**config.mk**
```make
export PLATFORM = sky130hd
export DESIGN_NAME = multiply_accumulate_unit_flat
export DESIGN_NICKNAME = d
export VERILOG_FILES = /design/src/rtl/mac_pkg.sv /design/src/rtl/multiply_accumulate_unit_if.sv /design/src/rtl/mac_pipe_stage.sv /design/src/rtl/multiply_accumulate_unit.sv /design/src/flat_wrapper.sv
export SDC_FILE = /design/constraint.sdc
export NUM_CORES = 2
export LEC_CHECK = 0
export BUFFER_PORTS_ARGS = -buffer_cell sky130_fd_sc_hd__buf_2
export CAP_MARGIN = 20
export CORE_AREA = 3 3 260 453
export DETAILED_ROUTE_END_ITERATION = 10
export DIE_AREA = 0 0 263 456
export PLACE_DENSITY = 0.77
export SKIP_CTS_REPAIR_TIMING = 1
export SYNTH_ARGS = -nofsm -noshare
export SYNTH_HDL_FRONTEND = slang
export SYNTH_SLANG_ARGS = --single-unit
export TNS_END_PERCENT = 5
```
**constraint.sdc**
```tcl
create_clock -name clk -period 21 [get_ports clk]
set_input_delay 3.15 -clock clk [delete_from_list [all_inputs] [get_ports clk]]
set_output_delay 3.15 -clock clk [all_outputs]
set_load 0.02 [all_outputs]
```
**src/rtl/mac_pkg.sv**
```systemverilog
// Package: mac_pkg
// Opcode encodings and decode helpers for the multiply/multiply-accumulate
// unit. The control_unit decoder uses the same definitions.
package mac_pkg;

  localparam int MAC_OPC_W = 4;
  localparam int MAC_TAG_W = 4;

  localparam logic [MAC_OPC_W-1:0] MAC_OP_MUL   = 4'b0000;
  localparam logic [MAC_OPC_W-1:0] MAC_OP_MLA   = 4'b0001;
  localparam logic [MAC_OPC_W-1:0] MAC_OP_UMULL = 4'b0100;
  localparam logic [MAC_OPC_W-1:0] MAC_OP_UMLAL = 4'b0101;
  localparam logic [MAC_OPC_W-1:0] MAC_OP_SMULL = 4'b0110;
  localparam logic [MAC_OPC_W-1:0] MAC_OP_SMLAL = 4'b0111;

  // Ops that produce and write a 2*WIDTH result.
  function automatic logic is_long_op(input logic [MAC_OPC_W-1:0] opcode);
    case (opcode)
      MAC_OP_UMULL, MAC_OP_UMLAL, MAC_OP_SMULL, MAC_OP_SMLAL: is_long_op = 1'b1;
      default:                                                is_long_op = 1'b0;
    endcase
  endfunction

  // Ops that sign-extend their multiplicands.
  function automatic logic is_signed_op(input logic [MAC_OPC_W-1:0] opcode);
    case (opcode)
      MAC_OP_SMULL, MAC_OP_SMLAL: is_signed_op = 1'b1;
      default:                    is_signed_op = 1'b0;
    endcase
  endfunction

  // Ops that add an accumulator to the product.
  function automatic logic is_acc_op(input logic [MAC_OPC_W-1:0] opcode);
    case (opcode)
      MAC_OP_MLA, MAC_OP_UMLAL, MAC_OP_SMLAL: is_acc_op = 1'b1;
      default:                                is_acc_op = 1'b0;
    endcase
  endfunction

  // One of the six defined mul-class encodings.
  function automatic logic is_legal_op(input logic [MAC_OPC_W-1:0] opcode);
    case (opcode)
      MAC_OP_MUL, MAC_OP_MLA, MAC_OP_UMULL,
      MAC_OP_UMLAL, MAC_OP_SMULL, MAC_OP_SMLAL: is_legal_op = 1'b1;
      default:                                  is_legal_op = 1'b0;
    endcase
  endfunction

endpackage

```
**src/rtl/multiply_accumulate_unit_if.sv**
```systemverilog
// Interface: mac_if
// Request and result handshakes of the multiply/multiply-accumulate unit.
// slave = the unit, master = the issuing side.
interface mac_if #(
  parameter int WIDTH = 32
);
  logic                 in_valid;
  logic                 in_ready;
  logic [3:0]           in_opcode;
  logic [WIDTH-1:0]     in_a;
  logic [WIDTH-1:0]     in_b;
  logic [WIDTH-1:0]     in_c;
  logic [WIDTH-1:0]     in_d;
  logic [3:0]           in_dest_lo;
  logic [3:0]           in_dest_hi;
  logic                 out_valid;
  logic                 out_ready;
  logic [2*WIDTH-1:0]   out_result;
  logic                 out_long;
  logic [3:0]           out_dest_lo;
  logic [3:0]           out_dest_hi;
  logic                 out_illegal;
  logic [1:0]           out_flags;

  modport slave (
    input  in_valid, in_opcode, in_a, in_b, in_c, in_d, in_dest_lo, in_dest_hi, out_ready,
    output in_ready, out_valid, out_result, out_long, out_dest_lo, out_dest_hi,
           out_illegal, out_flags
  );

  modport master (
    output in_valid, in_opcode, in_a, in_b, in_c, in_d, in_dest_lo, in_dest_hi, out_ready,
    input  in_ready, out_valid, out_result, out_long, out_dest_lo, out_dest_hi,
           out_illegal, out_flags
  );
endinterface

```
**src/rtl/mac_pipe_stage.sv**
```systemverilog
// Module: mac_pipe_stage
// One pipeline register slice: a valid bit plus a flat payload. Moves only
// when en is high; payload is captured only for valid entries.
module mac_pipe_stage #(
  parameter int PW = 76
) (
  input  logic          clk,
  input  logic          rst,
  input  logic          en,
  input  logic          in_valid,
  input  logic [PW-1:0] in_payload,
  output logic          out_valid,
  output logic [PW-1:0] out_payload
);

  logic          valid_r;
  logic [PW-1:0] payload_r;

  // Slice register: cleared by reset, advanced by the global enable.
  always_ff @(posedge clk) begin
    if (rst) begin
      valid_r   <= 1'b0;
      payload_r <= {PW{1'b0}};
    end else if (en) begin
      valid_r <= in_valid;
      if (in_valid) begin
        payload_r <= in_payload;
      end
    end
  end

  assign out_valid   = valid_r;
  assign out_payload = payload_r;

endmodule

```
**src/rtl/multiply_accumulate_unit.sv**
```systemverilog
// Module: multiply_accumulate_unit
// Pipelined MUL/MLA/UMULL/UMLAL/SMULL/SMLAL unit with valid/ready on both
// sides and writeback tags carried alongside the result. The arithmetic is
// resolved ahead of the first register; the remaining STAGES-1 slices only
// delay it, so latency is exactly STAGES cycles. All stages stall together.
// Optional feature: define MAC_FLAGS_EN to build the {N,Z} result flags.
module multiply_accumulate_unit
  import mac_pkg::*;
#(
  parameter int WIDTH  = 32,
  parameter int STAGES = 3
) (
  input  logic clk,
  input  logic rst,
  mac_if.slave bus
);

  // Payload layout: {illegal, long, flags[1:0], dest_hi, dest_lo, result}
  localparam int RW = 2 * WIDTH;
  localparam int PW = RW + 2 + 2 + 2 * MAC_TAG_W;

  logic          adv_s;
  logic          legal_s;
  logic          long_s;
  logic          signed_s;
  logic          acc_s;
  logic [RW-1:0] a_ext_s;
  logic [RW-1:0] b_ext_s;
  logic [RW-1:0] acc_val_s;
  logic [RW-1:0] prod_s;
  logic [RW-1:0] sum_s;
  logic [RW-1:0] res_s;
  logic [1:0]    flags_s;
  logic [PW-1:0] stage_in_s;

  logic          valid_s   [STAGES];
  logic [PW-1:0] payload_s [STAGES];

  // Global advance: everything moves unless a result is held at the output.
  assign adv_s       = !valid_s[STAGES-1] || bus.out_ready;
  assign bus.in_ready = adv_s;

  // Decode, operand extension, multiply and accumulate.
  always_comb begin
    legal_s   = is_legal_op(bus.in_opcode);
    long_s    = is_long_op(bus.in_opcode);
    signed_s  = is_signed_op(bus.in_opcode);
    acc_s     = is_acc_op(bus.in_opcode);
    a_ext_s   = {{WIDTH{1'b0}}, bus.in_a};
    b_ext_s   = {{WIDTH{1'b0}}, bus.in_b};
    acc_val_s = {RW{1'b0}};
    res_s     = {RW{1'b0}};
    if (signed_s) begin
      a_ext_s = {{WIDTH{bus.in_a[WIDTH-1]}}, bus.in_a};
      b_ext_s = {{WIDTH{bus.in_b[WIDTH-1]}}, bus.in_b};
    end else begin
      a_ext_s = {{WIDTH{1'b0}}, bus.in_a};
      b_ext_s = {{WIDTH{1'b0}}, bus.in_b};
    end
    if (!acc_s) begin
      acc_val_s = {RW{1'b0}};
    end else if (long_s) begin
      acc_val_s = {bus.in_d, bus.in_c};
    end else begin
      acc_val_s = {{WIDTH{1'b0}}, bus.in_c};
    end
    prod_s = a_ext_s * b_ext_s;
    sum_s  = prod_s + acc_val_s;
    if (!legal_s) begin
      res_s = {RW{1'b0}};
    end else if (long_s) begin
      res_s = sum_s;
    end else begin
      res_s = {{WIDTH{1'b0}}, sum_s[WIDTH-1:0]};
    end
  end

`ifdef MAC_FLAGS_EN
  // N is the MSB of the written portion, Z flags an all-zero written portion.
  always_comb begin
    flags_s = 2'b00;
    if (!legal_s) begin
      flags_s = 2'b00;
    end else if (long_s) begin
      flags_s = {res_s[RW-1], (res_s == {RW{1'b0}})};
    end else begin
      flags_s = {res_s[WIDTH-1], (res_s[WIDTH-1:0] == {WIDTH{1'b0}})};
    end
  end
`else
  assign flags_s = 2'b00;
`endif

  assign stage_in_s = {!legal_s, long_s && legal_s, flags_s,
                       bus.in_dest_hi, bus.in_dest_lo, res_s};

  mac_pipe_stage #(.PW(PW)) u_stage0 (
    .clk         (clk),
    .rst         (rst),
    .en          (adv_s),
    .in_valid    (bus.in_valid),
    .in_payload  (stage_in_s),
    .out_valid   (valid_s[0]),
    .out_payload (payload_s[0])
  );

  for (genvar g = 1; g < STAGES; g++) begin : g_stage
    mac_pipe_stage #(.PW(PW)) u_stage (
      .clk         (clk),
      .rst         (rst),
      .en          (adv_s),
      .in_valid    (valid_s[g-1]),
      .in_payload  (payload_s[g-1]),
      .out_valid   (valid_s[g]),
      .out_payload (payload_s[g])
    );
  end

  assign bus.out_valid   = valid_s[STAGES-1];
  assign bus.out_result  = payload_s[STAGES-1][RW-1:0];
  assign bus.out_dest_lo = payload_s[STAGES-1][RW+3:RW];
  assign bus.out_dest_hi = payload_s[STAGES-1][RW+7:RW+4];
  assign bus.out_flags   = payload_s[STAGES-1][RW+9:RW+8];
  assign bus.out_long    = payload_s[STAGES-1][RW+10];
  assign bus.out_illegal = payload_s[STAGES-1][RW+11];

endmodule

```
**src/flat_wrapper.sv**
```systemverilog
// flat-port wrapper written by rule: the top's interface ports become plain ports
module multiply_accumulate_unit_flat import mac_pkg::*;
#(
  parameter int WIDTH  = 32,
  parameter int STAGES = 3
)
  (clk, rst, bus_in_valid, bus_in_opcode, bus_in_a, bus_in_b, bus_in_c, bus_in_d, bus_in_dest_lo, bus_in_dest_hi, bus_out_ready, bus_in_ready, bus_out_valid, bus_out_result, bus_out_long, bus_out_dest_lo, bus_out_dest_hi, bus_out_illegal, bus_out_flags);
  mac_if #(.WIDTH(WIDTH)) bus_i ();
  input  logic clk;
  input  logic rst;
  input wire logic [$bits(bus_i.in_valid)-1:0] bus_in_valid;
  input wire logic [$bits(bus_i.in_opcode)-1:0] bus_in_opcode;
  input wire logic [$bits(bus_i.in_a)-1:0] bus_in_a;
  input wire logic [$bits(bus_i.in_b)-1:0] bus_in_b;
  input wire logic [$bits(bus_i.in_c)-1:0] bus_in_c;
  input wire logic [$bits(bus_i.in_d)-1:0] bus_in_d;
  input wire logic [$bits(bus_i.in_dest_lo)-1:0] bus_in_dest_lo;
  input wire logic [$bits(bus_i.in_dest_hi)-1:0] bus_in_dest_hi;
  input wire logic [$bits(bus_i.out_ready)-1:0] bus_out_ready;
  output wire logic [$bits(bus_i.in_ready)-1:0] bus_in_ready;
  output wire logic [$bits(bus_i.out_valid)-1:0] bus_out_valid;
  output wire logic [$bits(bus_i.out_result)-1:0] bus_out_result;
  output wire logic [$bits(bus_i.out_long)-1:0] bus_out_long;
  output wire logic [$bits(bus_i.out_dest_lo)-1:0] bus_out_dest_lo;
  output wire logic [$bits(bus_i.out_dest_hi)-1:0] bus_out_dest_hi;
  output wire logic [$bits(bus_i.out_illegal)-1:0] bus_out_illegal;
  output wire logic [$bits(bus_i.out_flags)-1:0] bus_out_flags;
  assign bus_i.in_valid = bus_in_valid;
  assign bus_i.in_opcode = bus_in_opcode;
  assign bus_i.in_a = bus_in_a;
  assign bus_i.in_b = bus_in_b;
  assign bus_i.in_c = bus_in_c;
  assign bus_i.in_d = bus_in_d;
  assign bus_i.in_dest_lo = bus_in_dest_lo;
  assign bus_i.in_dest_hi = bus_in_dest_hi;
  assign bus_i.out_ready = bus_out_ready;
  assign bus_in_ready = bus_i.in_ready;
  assign bus_out_valid = bus_i.out_valid;
  assign bus_out_result = bus_i.out_result;
  assign bus_out_long = bus_i.out_long;
  assign bus_out_dest_lo = bus_i.out_dest_lo;
  assign bus_out_dest_hi = bus_i.out_dest_hi;
  assign bus_out_illegal = bus_i.out_illegal;
  assign bus_out_flags = bus_i.out_flags;
  multiply_accumulate_unit #(.WIDTH(WIDTH), .STAGES(STAGES)) u_core (.clk(clk), .rst(rst), .bus(bus_i));
endmodule
```
After elaboration in Yosys (flattened, before gate mapping)
Cells that the tools add are included.
W data, S select, Z words.

cells by class
  $mul = 1
  mux-type cells = 10
  equality and inequality tests = 5
  reductions and logical operators = 12
  add/sub/neg operators = 1

operator list
  kind                  count
  $mux W64              6
  $add A64 B64 Y64      1
  $mul A64 B64 Y64      1
  $eq A4 B3 Y1 const B  4
  $reduce_and A2 Y1     3
  $reduce_or A6 Y1      1
  $eq A4 B1 Y1 const B  1
  $logic_not A4 Y1      1
  $mux W1               4
  $reduce_or A4 Y1      1
  $reduce_or A3 Y1      1
  $logic_not A1 Y1      2
  $reduce_or A2 Y1      1
  $logic_and A1 B1 Y1   1
  $logic_or A1 B1 Y1    1

word-level totals
  bits in registers = 225
  output and inout port bits = 78

Depth between registers and ports, before layout
  depth in word-level cells = 8
  gate-level depth with buffers = 38

Cells and area by module
Synthesis repeated with hierarchy kept, for this count alone.

unflattened totals
  cell total of the unflattened synthesis = 6,362
  area, all modules = 59,717.3 µm²

by module, submodules not included
  module                    cells an instance  times used  area each (µm²)  sequential area each (µm²)
  multiply_accumulate_unit  5,312              1           49,349.8         0.0
  mac_pipe_stage            350                3           3,455.8          1,541.5

Least setup slack after synthesis
No wires, ideal clock.

  path kind = input to register
  start = input port bus_in_opcode[2]
  end = register u_core.u_stage0.payload_r[52] (netlist: u_core.u_stage0.out_payload[52])
  data required time = 20.883 ns
  cell stages on the path = 34
  slack = 8.650 ns
  buffers on the path = 3
  arrival = 12.233 ns
  cell sequence = nor2b_1 clkbuf_1 and3_1 clkbuf_1 clkbuf_1 nand2_1 fa_1 inv_1 fa_1 fa_1 inv_1 fa_1 inv_1 fa_1 inv_1 fa_1 inv_1 fa_1 fa_1 fa_1 inv_1 fa_1 inv_1 ha_1 and2_1 nand3_1 or3_1 or3_1 or2_2 o22ai_1 nand3_1 nand2_1 xor2_1 a22o_1

between the ends
  cells in the longest elaborated chain, start to end = 8
  elaborated cells between the ends (all ways) = 22
  classes of those cells = add/sub: 1; mul: 1; eq/ne: 5; mux: 10; reduce/logical: 5

RTL lines
  item                                                         line                                                            text
  from (decl)                                                  flat_wrapper.sv:12                                              input wire logic [$bits(bus_i.in_opcode)-1:0] bus_in_opcode;
  $eq A4 B3 Y1 (on tied branches)                              --
  $reduce_or A2 Y1 / $reduce_or A4 Y1 (equally long branches)  mac_pkg.sv:26, mac_pkg.sv:18
  $mux W1 (on tied branches)                                   mac_pkg.sv:26, mac_pkg.sv:18
  $mux W64 (on tied branches)                                  multiply_accumulate_unit.sv:53, multiply_accumulate_unit.sv:62
  $mul A64 B64 Y64 / $mux W64 (equally long branches)          multiply_accumulate_unit.sv:67, multiply_accumulate_unit.sv:60
  $add A64 B64 Y64                                             multiply_accumulate_unit.sv:68                                  sum_s = prod_s + acc_val_s;
  $mux W64                                                     multiply_accumulate_unit.sv:71                                  end else if (long_s) begin
  $mux W64 *                                                   multiply_accumulate_unit.sv:69                                  if (!legal_s) begin
  to (signal assigned)                                         mac_pipe_stage.sv:23                                            payload_r <= {PW{1'b0}};
  to (signal assigned)                                         mac_pipe_stage.sv:27                                            payload_r <= in_payload;
  to (decl)                                                    mac_pipe_stage.sv:17                                            logic [PW-1:0] payload_r;

Mark *: on every way between the ends. The rest lies on a longest branch, timed or not.
A chain may end at the register's enable or synchronous reset.

Worst setup path after layout
  start = input port bus_in_a[31]
  end = register u_core.u_stage0.payload_r[58] (netlist: u_core.u_stage0.out_payload[58])

between the ends
  cells in the longest elaborated chain, start to end = 5

RTL lines
  item              line                            text
  from (decl)       flat_wrapper.sv:13              input wire logic [$bits(bus_i.in_a)-1:0] bus_in_a;
  $mux W64          multiply_accumulate_unit.sv:53  if (signed_s) begin
  $mul A64 B64 Y64  multiply_accumulate_unit.sv:67  prod_s = a_ext_s * b_ext_s;
  $add A64 B64 Y64  multiply_accumulate_unit.sv:68
  $mux W64          multiply_accumulate_unit.sv:71
  $mux W64          multiply_accumulate_unit.sv:69

Every way passes these cells.

==> impl_metrics.yaml <==
sta:
  finalSetupViolations: 0
  grt_setup_unrepaired: "no"
  fin_setup_tns_ps: 0
  timing.hold.ws_ps: 445
  final_hold_viol_count: 0
  finalCritPeriodShare_pct: 61.2
  period_minus_slack_ps: 12850
  tightest_slew_ps: 1210
  fmax_mhz: 77.8
  max_slew_margin_pct: 19.4
  skew_ps: 9.01
  drv_slew: 0
clock_tree:
  clock_path_buffers: 3
  clk_latency_ps: 490
  cts_tree: "done"
  clk_pin_slew_worst_paths_ps: 70
  clock_sinks: 225
  cts-root-buf: "clkbuf_16"
  cts_buffers: 21
  cts_max_level: 1
layout:
  drive_gt1_share_pct: 5.05
  multi_input_area_um2: 45400
  final-seq-area_um2: 4500
  final_cell_mix: "1,565 x inv_1, 1,482 x fa_1, 1,128 x nand2_1"
  fill_cells: 10600
  layout-area-overhead-vs-synth_pct: 4.99
  final_cell_count_no_fill: 7700
  final_common_cell: "inv_1"
  final_area_um2: 59800
  final_nets: 8134
worst_setup_path:
  r2r_slack_ps: 18210
  cp-start-kind: "primary input"
  critPathMaxStageDelay_ps: 840
  critical_path.max_fanout: 33
  r2r_end: "u_core.u_stage0.out_payload[59]"
  end_kind: "flop"
  setup.worst_path.class: "in2reg"
  endpoint: "u_core.u_stage0.out_payload[58]"
  r2r_start: "u_core.g_stage[2].u_stage.out_valid"
  r2r_cells: 10
  required_ps: 21410
  cpMostUsedCell: "fa_1"
  crit_path_start: "bus_in_a[31]"
  cp_slowest_cell: "fa_1"
  cp.arrival_ps: 13260
grt:
  grt_pass1_wl_mm: 286
  antenna_found_initial: 12
  grt_pass1_vias: 49300
  overflow: 0
  grt_max_degree: 120
  grt.total_usage_pct: 32.0
yosys:
  avgSynthCellArea_um2: 9.14
  synth_ff_type: "dfxtp_1"
  netlist_area_um2: 57000
  ys_types: 69
  ys_seq_area_share_pct: 7.91
  async_reset_ff_share_pct: 0
  synth_edf_count: 0
  synthCells: 6233
  ys_seq_elements: 225
  synth_warnings: 0
placement:
  placed_cell_area_um2: 59000
  dp_cells: 7659
  io_buffers: 219
  place_hpwl_mm: 147
  globalplace.congestion: 1.02
detailed_routing:
  drc: 0
  wirelength_mm: 186
  vias: 42900
  antenna_left: 0
  wl_per_cell_um: 24.1
  via_per_inst: 5.57
  drtPass1Iterations: 7
  drt_iter0_markers: 2846
die:
  die-area_um2: 120000
  start_util_pct: 49.7
  io_pins: 222
  die_y_um: 456
  chipWidth_um: 263
  rows: 164
  core_um2: 115000
min_path:
  hp-class: "reg2reg"
outcome:
  outcome: "finished, final reports clean"
job:
  cap_violations: 0
==> worst min path at each step <==
stage | startpoint | end | slack [ps] | cells after the start
after floorplan | u_core.u_stage0.out_payload[36] | u_core.u_stage0.out_payload[36] | 420 | 2
after global placement | u_core.u_stage0.out_payload[48] | u_core.u_stage0.out_payload[48] | 440 | 2
after detailed placement | u_core.u_stage0.out_payload[48] | u_core.u_stage0.out_payload[48] | 440 | 2
after CTS | u_core.g_stage[1].u_stage.out_payload[68] | u_core.g_stage[2].u_stage.out_payload[68] | 450 | 2
after global routing | u_core.g_stage[1].u_stage.out_payload[68] | u_core.g_stage[2].u_stage.out_payload[68] | 470 | 2
final | u_core.g_stage[1].u_stage.out_payload[14] | u_core.g_stage[2].u_stage.out_payload[14] | 440 | 2
==> layer usage <==
layer,global-route usage (%),routed length (um)
met5,0,22
met4,32.0,25300
met3,5.67,11400
met2,56.8,95100
met1,30.2,54000
==> layout make-up <==
class,count,area share (%)
inverters,1565,9.82
diodes,4,0.0167
clock buffers,28,1.02
repair buffers,253,2.28
flip-flops and latches,225,7.53
clock inverters,9,0.301
multi-input cells,4122,75.9
well taps,1494,3.13
==> cell usage after synthesis (3+ instances only) <==
cell / n / share of area, %
nand3_1: 15 / 0.13
and3_1: 34 / 0.37
a22o_1: 6 / 0.092
a21boi_0: 3 / 0.040
or3_1: 7 / 0.077
xnor2_1: 85 / 1.3
buf_1: 11 / 0.072
and2_1: 401 / 4.4
nor2b_1: 6 / 0.066
nand4_1: 15 / 0.16
o21ai_1: 3 / 0.026
nor3_1: 10 / 0.088
o21ai_0: 56 / 0.49
nand2_1: 1131 / 7.5
dfxtp_1: 225 / 7.9
buf_2: 3 / 0.026
o21a_1: 5 / 0.066
a22oi_1: 36 / 0.47
o31ai_1: 7 / 0.092
inv_1: 1565 / 10
a31o_2: 3 / 0.046
a211oi_1: 8 / 0.11
o21bai_1: 7 / 0.092
xor2_1: 37 / 0.57
fa_1: 1482 / 52
o211ai_1: 7 / 0.092
nor4_1: 4 / 0.044
clkbuf_1: 306 / 2.0
ha_1: 320 / 7.0
o22ai_1: 6 / 0.066
nand2b_1: 13 / 0.14
a21o_1: 36 / 0.47
a21oi_1: 240 / 2.1
nor2_1: 84 / 0.55
a31oi_1: 7 / 0.077
==> cells by family after synthesis <==
family / after synthesis / share of synthesized area, %
multiplexers: 2 / 0.0351
AO/OA/AOI/OAI: 459 / 4.87
buffers and inverters: 1887 / 12.5
other: 1 / 0.00658
adder cells (fa/ha/maj): 1804 / 59.2
XOR/XNOR: 122 / 1.88
flip-flops: 225 / 7.91
AND/OR/NAND/NOR: 1733 / 13.7
==> per-stage QoR <==
step	util (%)	setup WS, ps
2_1_floorplan	-	8650
3_3_place_gp	51.5	7750
3_5_place_dp	51.5	7700
4_1_cts	52.2	8160
5_1_grt	52.2	7500
6_report	52.2	8150
==> sequential cells by signal (all words and copies together) (netlist names) <==
register	cells
u_core.u_stage0.out_valid	1
u_core.g_stage.u_stage.out_valid	2
u_core.u_stage0.out_payload	74
u_core.g_stage.u_stage.out_payload	148
==> critical path: cells and delay by family <==
family	cells	cell delay, ps
AO/OA/AOI/OAI	5	990
buffers and inverters	8	1270
adder cells (fa/ha/maj)	11	5880
XOR/XNOR	1	150
AND/OR/NAND/NOR	6	1820
Power is not shown: default switching activity piles up to over one toggle a cycle in this logic, so the estimate is an artifact.
